<file path="src/rtl/im2_scheduler.sv">
// im2_scheduler: layer sequencer in front of the im2 address generator.
// Walks n / patch_i / patch_j / k_grp, issuing one en_im2 burst per K-group
// and waiting for im2's done before stepping to the next group.
module im2_scheduler #(
  parameter int DATA_WIDTH_map = 8,
  parameter int CHUNK_K        = 8,
  parameter int Pack           = 4,
  parameter int MAX_X1         = 5,
  parameter int MAX_X2         = 5,
  parameter int MAX_X3         = 32,
  parameter int MAX_Y1         = 32,
  parameter int MAX_Y2         = 32,
  parameter int MAX_N          = 16,
  localparam int X1W = $clog2(MAX_X1) + 1,
  localparam int X2W = $clog2(MAX_X2) + 1,
  localparam int X3W = $clog2(MAX_X3) + 1,
  localparam int Y1W = $clog2(MAX_Y1) + 1,
  localparam int Y2W = $clog2(MAX_Y2) + 1,
  localparam int NW  = $clog2(MAX_N) + 1,
  localparam int KGW = $clog2(MAX_X1 * MAX_X2 * MAX_X3) + 1
) (
  input  logic           clk,
  input  logic           rst,
  input  logic           start,
  input  logic           hold,
  input  logic [X1W-1:0] X1,
  input  logic [X2W-1:0] X2,
  input  logic [X3W-1:0] X3,
  input  logic [Y1W-1:0] Y1,
  input  logic [Y2W-1:0] Y2,
  input  logic [2:0]     STRIDE,
  input  logic [NW-1:0]  N_out,
  input  logic           im2_done,
  output logic           en_im2,
  output logic [Y2W-1:0] patch_i,
  output logic [Y1W-1:0] patch_j,
  output logic [NW-1:0]  n,
  output logic [KGW-1:0] k_grp,
  output logic           grp_first,
  output logic           grp_last,
  output logic           pix_done,
  output logic           busy,
  output logic           all_done,
  output logic           cfg_err
);

  typedef enum logic [2:0] {IDLE, CALC, ISSUE, GAP, HOLD, DONE} state_e;

  localparam logic [15:0] GRP   = 16'(CHUNK_K * Pack);
  localparam logic [15:0] BURST = 16'(DATA_WIDTH_map);

  state_e         state_q;
  logic [15:0]    rem_w_q, rem_h_q, rem_k_q;
  logic [15:0]    ow_q, oh_q, ng_q, stride_q, nout_q, burst_cnt_q;
  logic [Y2W-1:0] pi_q;
  logic [Y1W-1:0] pj_q;
  logic [NW-1:0]  n_q;
  logic [KGW-1:0] kg_q;
  logic           en_q, first_q, last_q, pix_q, all_q, busy_q, err_q;

  // Geometry widened so every sum, difference and product is exact.
  logic [15:0] x1_w, x2_w, x3_w, y1_w, y2_w, s_w;
  assign x1_w = 16'(X1);
  assign x2_w = 16'(X2);
  assign x3_w = 16'(X3);
  assign y1_w = 16'(Y1);
  assign y2_w = 16'(Y2);
  assign s_w  = 16'(STRIDE);

  logic cfg_bad;
  assign cfg_bad = !(x1_w == 16'd1 || x1_w == 16'd3 || x1_w == 16'd5) ||
                   (x1_w != x2_w) || (x1_w > y1_w) || (x2_w > y2_w) ||
                   (s_w == 16'd0) || (N_out == '0) || (X3 == '0);

  // Wrap conditions: equality against (count-1).
  logic           kg_last, pj_last, pi_last, n_last, div_done;
  logic [KGW-1:0] kg_nxt;
  assign kg_last  = (16'(kg_q) == ng_q - 16'd1);
  assign pj_last  = (16'(pj_q) == ow_q - 16'd1);
  assign pi_last  = (16'(pi_q) == oh_q - 16'd1);
  assign n_last   = (16'(n_q)  == nout_q - 16'd1);
  assign kg_nxt   = kg_last ? '0 : kg_q + KGW'(1);
  assign div_done = (rem_w_q < stride_q) && (rem_h_q < stride_q) && (rem_k_q == 16'd0);

  // Layer FSM: dividers, index walk and all registered outputs.
  always_ff @(posedge clk or negedge rst) begin
    if (!rst) begin
      state_q     <= IDLE;
      rem_w_q     <= '0;
      rem_h_q     <= '0;
      rem_k_q     <= '0;
      ow_q        <= '0;
      oh_q        <= '0;
      ng_q        <= '0;
      stride_q    <= '0;
      nout_q      <= '0;
      burst_cnt_q <= '0;
      pi_q        <= '0;
      pj_q        <= '0;
      n_q         <= '0;
      kg_q        <= '0;
      en_q        <= 1'b0;
      first_q     <= 1'b0;
      last_q      <= 1'b0;
      pix_q       <= 1'b0;
      all_q       <= 1'b0;
      busy_q      <= 1'b0;
      err_q       <= 1'b0;
    end else begin
      // NOTE: state uses non-blocking assignments so every branch below reads
      // the pre-edge values; the pulse defaults here are overridden later.
      pix_q <= 1'b0;
      all_q <= 1'b0;
      err_q <= 1'b0;
      case (state_q)
        IDLE: begin
          if (start) begin
            if (cfg_bad) begin
              err_q <= 1'b1;
            end else begin
              state_q  <= CALC;
              busy_q   <= 1'b1;
              // Pre-biasing by one stride makes the subtraction count the
              // full output size, so each divider ends after exactly q steps.
              rem_w_q  <= y1_w - x1_w + s_w;
              rem_h_q  <= y2_w - x2_w + s_w;
              rem_k_q  <= x1_w * x2_w * x3_w;
              ow_q     <= '0;
              oh_q     <= '0;
              ng_q     <= '0;
              stride_q <= s_w;
              nout_q   <= 16'(N_out);
              pi_q     <= '0;
              pj_q     <= '0;
              n_q      <= '0;
              kg_q     <= '0;
            end
          end
        end
        CALC: begin
          if (rem_w_q >= stride_q) begin
            rem_w_q <= rem_w_q - stride_q;
            ow_q    <= ow_q + 16'd1;
          end
          if (rem_h_q >= stride_q) begin
            rem_h_q <= rem_h_q - stride_q;
            oh_q    <= oh_q + 16'd1;
          end
          if (rem_k_q != 16'd0) begin
            rem_k_q <= (rem_k_q > GRP) ? rem_k_q - GRP : 16'd0;
            ng_q    <= ng_q + 16'd1;
          end
          if (div_done) begin
            state_q     <= ISSUE;
            en_q        <= 1'b1;
            burst_cnt_q <= '0;
            first_q     <= 1'b1;
            last_q      <= (ng_q == 16'd1);
          end
        end
        ISSUE: begin
          if (burst_cnt_q != BURST) burst_cnt_q <= burst_cnt_q + 16'd1;
          // A done seen before a full burst can only be stale; wait it out.
          if (im2_done && burst_cnt_q == BURST) begin
            state_q <= GAP;
            en_q    <= 1'b0;
            first_q <= 1'b0;
            last_q  <= 1'b0;
          end
        end
        GAP: begin
          pix_q <= kg_last;
          kg_q  <= kg_nxt;
          if (kg_last) begin
            if (pj_last) begin
              pj_q <= '0;
              if (pi_last) begin
                pi_q <= '0;
                n_q  <= n_last ? '0 : n_q + NW'(1);
              end else begin
                pi_q <= pi_q + Y2W'(1);
              end
            end else begin
              pj_q <= pj_q + Y1W'(1);
            end
          end
          if (kg_last && pj_last && pi_last && n_last) begin
            state_q <= DONE;
          end else if (hold) begin
            state_q <= HOLD;
          end else begin
            state_q     <= ISSUE;
            en_q        <= 1'b1;
            burst_cnt_q <= '0;
            first_q     <= (kg_nxt == '0);
            last_q      <= (16'(kg_nxt) == ng_q - 16'd1);
          end
        end
        HOLD: begin
          if (!hold) begin
            state_q     <= ISSUE;
            en_q        <= 1'b1;
            burst_cnt_q <= '0;
            first_q     <= (kg_q == '0);
            last_q      <= kg_last;
          end
        end
        DONE: begin
          all_q   <= 1'b1;
          busy_q  <= 1'b0;
          state_q <= IDLE;
        end
        default: state_q <= IDLE;
      endcase
    end
  end

  assign en_im2    = en_q;
  assign patch_i   = pi_q;
  assign patch_j   = pj_q;
  assign n         = n_q;
  assign k_grp     = kg_q;
  assign grp_first = first_q;
  assign grp_last  = last_q;
  assign pix_done  = pix_q;
  assign busy      = busy_q;
  assign all_done  = all_q;
  assign cfg_err   = err_q;

endmodule

</file>
<file path="config.mk">
export PLATFORM = sky130hd
export DESIGN_NAME = im2_scheduler
export DESIGN_NICKNAME = d
export VERILOG_FILES = /design/src/rtl/im2_scheduler.sv
export SDC_FILE = /design/constraint.sdc
export NUM_CORES = 1
export LEC_CHECK = 0
export ABC_AREA = 0
export CAP_MARGIN = 0
export CORE_ASPECT_RATIO = 1.5
export CORE_MARGIN = 2
export CORE_UTILIZATION = 52
export DETAILED_ROUTE_END_ITERATION = 12
export HOLD_SLACK_MARGIN = 0.15
export PLACE_DENSITY = 0.74
export RECOVER_POWER = 100
export SYNTH_ARGS = -nofsm -noshare
export SYNTH_HDL_FRONTEND = slang
export SYNTH_SLANG_ARGS = --single-unit
</file>
<file path="constraint.sdc">
create_clock -name clk -period 3.17 [get_ports clk]
set_input_delay 0.7925 -clock clk [delete_from_list [all_inputs] [get_ports clk]]
set_output_delay 0.7925 -clock clk [all_outputs]
set_load 0.01 [all_outputs]
</file>
==> results by group, run 1 <==
Power and ir drop
  • Cell Pwr Density: 674 nW/um2
  • Peak supply drop: 0.000416 V
  • Static leakage: 7.84 nW
  • Power Total: between 0.01 and 0.015 W

Synthesis
  • EDFF count, synth: 0
  • Cells after synthesis: between 1500 and 2000
  • FF+latch count, synth: roughly 160
  • Average size of a mapped cell: approximately 8.4 um2
  • Main flop type after synthesis: dfrtp_1
  • Seq/Total Area, Yosys: between 30% and 40%
  • Yosys warning count: 0
  • Netlist cell types: 76
  • Syn Nets: ~1700
  • Async SR Flop Fraction: 100%
  • Synthesized area: 12700 um2

Floorplan
  • Full die area: 25600 um2
  • Core ar.: 23800 um2
  • Rows: 69
  • Initial Utilization: a little over half
  • Die Span X: roughly 130 um
  • I/O pins: 74
  • Chip Height: 195 um

Timing
  • PnR worst setup slack: -2.36 ns
  • Minimum clock period: roughly 5.5 ns
  • Slew @ Worst Pin: between 1 and 1.5 ns
  • Final Hold Fails: 0
  • Post-Route Skew: slightly below 0.008 ns
  • Fin crit share: 174%
  • RSZ-0062 raised after global routing: yes
  • Max frequency: approximately 180 MHz
  • Slew margin rel.: 5.04%
  • Pins Over Slew Limit: 0
  • Total Neg Setup Slack: -43.86 ns
  • # setup viols final: between 100 and 150

Detailed routing
  • # DRC: 0
  • Drt wl/cell: 17.6 um
  • Met2 WL: about 20000 um
  • DR top layer: met5
  • DR vias: 12566
  • Post-route antenna net violation count: 0
  • Drt first pass iters: 5
  • DRT met1 WL: 13900 um
  • Met3 WL: between 1500 and 2000 um
  • Iter 0 DRT Violations: roughly 840
  • Vias/cell: roughly 6
  • Final WL: between 30000 and 40000 um

Worst setup path
  • R2R cell count: 12
  • R2r startpoint: ng_q[9]
  • WS Path Type: input pin to flop
  • Critical register-to-register path endpoint: burst_cnt_q[9]
  • Critical Path Start Type: input pin
  • Crit path required time: ~3.5 ns
  • Crit Path Max Fanout: 4
  • Reg2Reg Setup Slack: -0.31 ns
  • Worst setup EP type: flop
  • Beginning of the critical path: X1[2]
  • Crit path arrival time: about 5.8 ns
  • Worst setup path endpoint: rem_k_q[12]

GRT
  • Total global-route track usage: 27.3%
  • Largest net degree at the start of global routing: 58
  • First-pass GRT wire length: ~58000 um
  • Vias in the first global route: 12470
  • Initial antenna violation count: 2
  • Total grt overflow: 0

Run
  • Max-cap viol count: 0

Clock network
  • CTS tree: yes
  • CTS max path bufs: 2
  • Hold_buf cts: 0
  • Cts bufs inserted: 17
  • Depth of the CTS H-tree: 4
  • Clk sinks: around 160
  • Worst-skew pair later-pin latency: approximately 0.43 ns
  • Clock slew seen by the registers of the worst setup and hold paths: roughly 0.06 ns
  • CTS Root Cell: clkbuf_16

Final layout
  • Layout net count: around 1900
  • Layout cells sized above 1: 27.7%
  • P&R area growth vs syn: 37.3%

Place
  • Port Buffer Count: 73
  • Final HPWL DP: between 20000 and 25000 um
  • Routability-driven placement congestion ratio: around 0.90

Worst hold path
  • Hold crit path type: flop to flop

Status
  • Failing checks: negative setup slack
  • Status: complete, but fails checks
-- report_power, final --
part | leakage (nW) | switching [W] | internal [W]
registers | 2.04 | 0.000536 | 0.00239
clock network | 0.319 | 0.000861 | 0.00145
logic | 5.48 | 0.00332 | 0.00316
-- routing by layer --
layer	GRT usage, %	up-vias
li1	-	5851
met1	30.3	6125
met2	50.4	455
met3	4.18	133
met4	13.6	2
met5	0	-
-- cells in the mapped netlist, types with 13 or more instances --
cell type | count | area share, %
nor2_1 | 125 | 3.7
nand3_1 | 52 | 2.1
a21oi_1 | 72 | 2.8
ha_1 | 74 | 7.3
nand4_1 | 29 | 1.4
clkbuf_1 | 61 | 1.8
and3_1 | 25 | 1.2
and2_1 | 39 | 1.9
a31oi_1 | 17 | 0.84
nand2b_1 | 19 | 0.94
fa_1 | 35 | 5.5
nor2b_1 | 17 | 0.84
dfrtp_1 | 158 | 31
inv_1 | 94 | 2.8
xnor2_1 | 56 | 3.9
o22ai_1 | 14 | 0.69
nor4_1 | 30 | 1.5
o31ai_1 | 16 | 0.95
o21ai_0 | 138 | 5.5
xor2_1 | 59 | 4.1
or3_1 | 21 | 1.0
nor3_1 | 49 | 1.9
nand2_1 | 133 | 3.9
a21o_1 | 13 | 0.77
-- cell usage in the layout (no fill, tap or decap), drive strengths merged, types with 6 or more instances in the layout --
master,n
a21o,14
a21oi,74
a22o,11
a31oi,17
and2,39
and3,26
buf,227
clkbuf,26
clkdlybuf4s50,24
dfrtp,158
dlygate4sd3,34
fa,35
ha,74
inv,95
mux2,8
nand2,133
nand2b,19
nand3,52
nand4,29
nand4b,8
nor2,125
nor2b,17
nor3,49
nor3b,9
nor4,30
nor4b,8
o21ai,140
o21bai,7
o22ai,14
o31ai,16
o41ai,6
or2,7
or3,22
or4,13
xnor2,56
xor2,59
-- worst min-delay path by stage --
| stage | start | endpoint | cells past startpoint |
|---|---|---|---|
| floorplan | rem_k_q[14] | rem_k_q[14] | 2 |
| global placement | rem_k_q[14] | rem_k_q[14] | 2 |
| detailed placement | rem_k_q[14] | rem_k_q[14] | 2 |
| CTS | rst | k_grp[8] | 1 |
| global route | rem_k_q[14] | rem_k_q[14] | 2 |
| finish | rem_k_q[0] | rem_k_q[0] | 2 |
-- per-stage QoR --
stage | hold WS (ns) | area, um2 | cells | utilization, % | setup WS [ns]
4_1_cts | 0.341 | 16600 | 2064 | 69.9 | -2.40
3_5_place_dp | 0.462 | 15100 | 2005 | 63.6 | -3.31
5_1_grt | 0.508 | 17400 | 2087 | 72.9 | -2.56
6_report | 0.479 | 17400 | 2089 | 72.9 | -2.36
3_3_place_gp | 0.461 | 15100 | 2005 | 63.6 | -3.23
2_1_floorplan | 0.440 | 12900 | 1505 | - | -2.51
-- flip-flops by register name (all words and copies together), names as in the netlist, 3 cells and up --
name	count
k_grp	11
patch_i	6
rem_k_q	16
ng_q	16
stride_q	3
burst_cnt_q	16
nout_q	5
state_q	3
n	5
oh_q	16
rem_w_q	16
patch_j	6
ow_q	16
rem_h_q	16
-- cells by family after synthesis --
family / count (synthesis) / share of synthesized area [%]
xor+xnor: 119 / 8.68
compound gates: 342 / 16.3
flops: 158 / 31.2
simple gates: 601 / 24.7
buf+inv: 163 / 5.06
fa+ha+maj: 109 / 12.8
mux: 13 / 1.11
-- area by class of cell --
class / instances / area (um2)
sequential: 158 / 3950
fill: 1718 / 6450
timing repair buffer: 298 / 2710
clock buffer: 20 / 457
clock inverter: 12 / 208
multi-input combinational: 1186 / 9290
antenna: 2 / 5.00
tap: 319 / 399
inverter: 94 / 359
-- worst max-delay path, cell delays in order --
cell and delay, ns:
buf_8 0.08, nand2_4 0.05, fa_1 0.54, inv_2 0.04, fa_1 0.55, ha_1 0.23
a21o_1 0.18, a21oi_2 0.16, buf_4 0.16, xnor2_4 0.09, buf_6 0.13, and2_1 0.16
fa_1 0.50, fa_1 0.55, inv_1 0.05, fa_1 0.52, inv_1 0.06, ha_4 0.25
a21oi_2 0.14, o21ai_2 0.07, a21o_1 0.16, a21oi_2 0.14, xor2_1 0.15, o21ai_1 0.08
-- repair_timing --
action / CTS / global route
setup endpoints to repair: 151 / 138
resized for setup: 203 / 166
cloned: 7 / 5
pin swaps: 100 / 104
buffers inserted: 24 / 25
hold endpoints to repair: 0 / 0
Note: power is estimated with default switching activity, not from simulation.
==> inputs of run 2 (changes only) <==
- PLACE_DENSITY: 0.74 -> 0.85
==> results by group, run 2 (same netlist as run 1, synthesis figures left out) <==
Status
  • Status: complete, but fails checks (unchanged)
  • Failing checks: negative setup slack (unchanged)

Timing
  • # setup viols final: 133 (was 147)
  • Min Hold Slack: 0.495 ns (was 0.479 ns)
  • Slew margin rel.: 7.71% (was 5.04%)
  • Fin crit share: 180% (was 174%)
  • Minimum clock period: 5.72 ns (was 5.53 ns)
  • Slew @ Worst Pin: 1.38 ns (was 1.42 ns)
  • Max frequency: 175 MHz (was 181 MHz)
  • Post-Route Skew: 0.0128 ns (was 0.00792 ns)
  • Final Hold Fails: 0 (unchanged)
  • RSZ-0062 raised after global routing: yes (unchanged)
  • PnR worst setup slack: -2.55 ns (was -2.36 ns)
  • Pins Over Slew Limit: 0 (unchanged)

Detailed routing
  • Post-route antenna net violation count: 0 (unchanged)
  • DR vias: 12920 (was 12566)
  • Final WL: 39200 um (was 36800 um)
  • # DRC: 0 (unchanged)
  • Iter 0 DRT Violations: 1335 (was 844)
  • Drt wl/cell: 18.8 um (was 17.6 um)
  • Vias/cell: 6.21 (was 6.02)
  • Drt first pass iters: 7 (was 5)

Worst hold path
  • Hold path startpoint: rem_k_q[0] (unchanged)
  • Hold crit path type: flop to flop (unchanged)

Worst setup path
  • Worst setup EP type: flop (unchanged)
  • Beginning of the critical path: X2[3] (was X1[2])
  • Crit path arrival time: 6.05 ns (was 5.84 ns)
  • Crit Path Max Fanout: 3 (was 4)
  • Crit path required time: 3.50 ns (was 3.48 ns)
  • WS Path Type: input pin to flop (unchanged)
  • Critical Path Start Type: input pin (unchanged)
  • R2r startpoint: ng_q[2] (was ng_q[9])

Floorplan
  • Initial Utilization: 53.1% (unchanged)
  • Die Span X: 131 um (unchanged)
  • Core ar.: 23800 um2 (unchanged)
  • I/O pins: 74 (unchanged)
  • Chip Height: 195 um (unchanged)
  • Full die area: 25600 um2 (unchanged)
  • Rows: 69 (unchanged)

Run
  • Max-cap viol count: 0 (unchanged)

Clock network
  • Depth of the CTS H-tree: 4 (unchanged)
  • Clk sinks: 158 (unchanged)
  • CTS Root Cell: clkbuf_16 (unchanged)
  • CTS tree: yes (unchanged)
  • Clock slew seen by the registers of the worst setup and hold paths: 0.07 ns (was 0.06 ns)
  • CTS max path bufs: 2 (unchanged)
  • Worst-skew pair later-pin latency: 0.44 ns (was 0.43 ns)
  • Hold_buf cts: 0 (unchanged)
  • Cts bufs inserted: 17 (unchanged)

Final layout
  • Commonest non-fill, non-tap cell in the layout: buf_4 (unchanged)
  • P&R area growth vs syn: 33.4% (was 37.3%)
  • Layout cells sized above 1: 25.6% (was 27.7%)
  • Fin area: 16900 um2 (was 17400 um2)
  • Layout net count: 1895 (was 1903)
  • Most frequent cells in the layout: buf_4, dfrtp_1, nand2_1 (was buf_4, dfrtp_1, nor2_1, nand2_1, inv_1)
  • Final Util: 70.9% (was 72.9%)
  • Final std cells w/o fill: 2079 (was 2089)
  • N_diodes: 0 (was 2)
  • Reg area: 3950 um2 (unchanged)
  • Area occupied by multi-input gates: 9100 um2 (was 9290 um2)
  • Fill cells: 1640 (was 1718)

Power and ir drop
  • Static leakage: 7.67 nW (was 7.84 nW)
  • Peak supply drop: 0.000393 V (was 0.000416 V)
  • Power Total: 0.0113 W (was 0.0117 W)
  • Cell Pwr Density: 671 nW/um2 (was 674 nW/um2)

Place
  • Port Buffer Count: 73 (unchanged)
  • Area after DPL: 15200 um2 (was 15100 um2)
  • Dpl cells: 2012 (was 2005)
  • Final HPWL DP: 25500 um (was 24600 um)
  • Routability-driven placement congestion ratio: 0.941 (was 0.895)

GRT
  • Total grt overflow: 0 (unchanged)
  • Vias in the first global route: 12876 (was 12470)
  • First-pass GRT wire length: 60200 um (was 58200 um)
  • Largest net degree at the start of global routing: 72 (was 58)
  • Initial antenna violation count: 0 (was 2)
  • Total global-route track usage: 28.3% (was 27.3%)
-- run 2: path summary, 6_finish.rpt --
| kind | to | slack [ns] | cells after the start |
|---|---|---|---|
| min in group asynchronous | k_grp[9] | 0.67 | 1 |
| hold / removal | rem_k_q[0] | 0.50 | 2 |
| hold reg to reg | rem_k_q[0] | 0.50 | 2 |
| setup / recovery | rem_k_q[9] | -2.55 | 26 |
| max in group asynchronous | ow_q[15] | 0.72 | 2 |
| setup reg to reg | burst_cnt_q[4] | -0.22 | 10 |
-- run 2: routing by layer --
layer / wire length (um) / GRT usage (%) / vias up
met4: 2480 / 16.1 / 0
li1: - / - / 5820
met2: 20300 / 52.1 / 674
met3: 2260 / 3.43 / 219
met5: 0 / 0 / -
met1: 14100 / 31.3 / 6207
-- run 2: critical path, cell delays in order --
cell and delay, ns:
buf_8 0.09, nand2_8 0.05, fa_1 0.53, inv_1 0.05
fa_1 0.53, inv_2 0.05, fa_2 0.40, inv_2 0.06
a21o_1 0.13, a21oi_2 0.08, xnor2_2 0.23, and2_4 0.19
fa_1 0.40, inv_1 0.08, fa_1 0.44, fa_1 0.54
inv_2 0.05, ha_4 0.21, inv_4 0.08, o21bai_4 0.07
a21o_1 0.16, a21o_1 0.21, buf_6 0.15, xnor2_4 0.17
o32ai_2 0.09, a22o_1 0.21
-- run 2: layout make-up --
cell class / instances / area share [%]
sequential: 158 / 23.4
multi-input combinational: 1184 / 53.9
inverter: 94 / 2.13
tap: 319 / 2.36
clock inverter: 14 / 0.711
clock buffer: 18 / 2.54
timing repair buffer: 292 / 15.0
-- run 2: where the power goes --
group	leakage [nW]	total [W]	switching, W	internal (W)
logic	5.37	0.00645	0.00344	0.00301
registers	2.04	0.00291	0.000521	0.00239
clock network	0.263	0.00197	0.000938	0.00103
total	7.67	0.0113	0.00490	0.00643
-- run 2: through the flow --
step / worst slack (ns) / setup TNS [ns]
2_1_floorplan: -2.51 / -22.84
3_5_place_dp: -3.39 / -134.90
5_1_grt: -2.67 / -51.94
4_1_cts: -2.54 / -22.87
6_report: -2.55 / -38.04
3_3_place_gp: -3.21 / -122.66
-- run 2: repair_timing --
action                                  CTS  global route
pin swaps                                78           106
gates resized for setup                 120           175
setup buffers                            14            21
endpoints found under the setup margin  152           128
gates cloned                              1             4
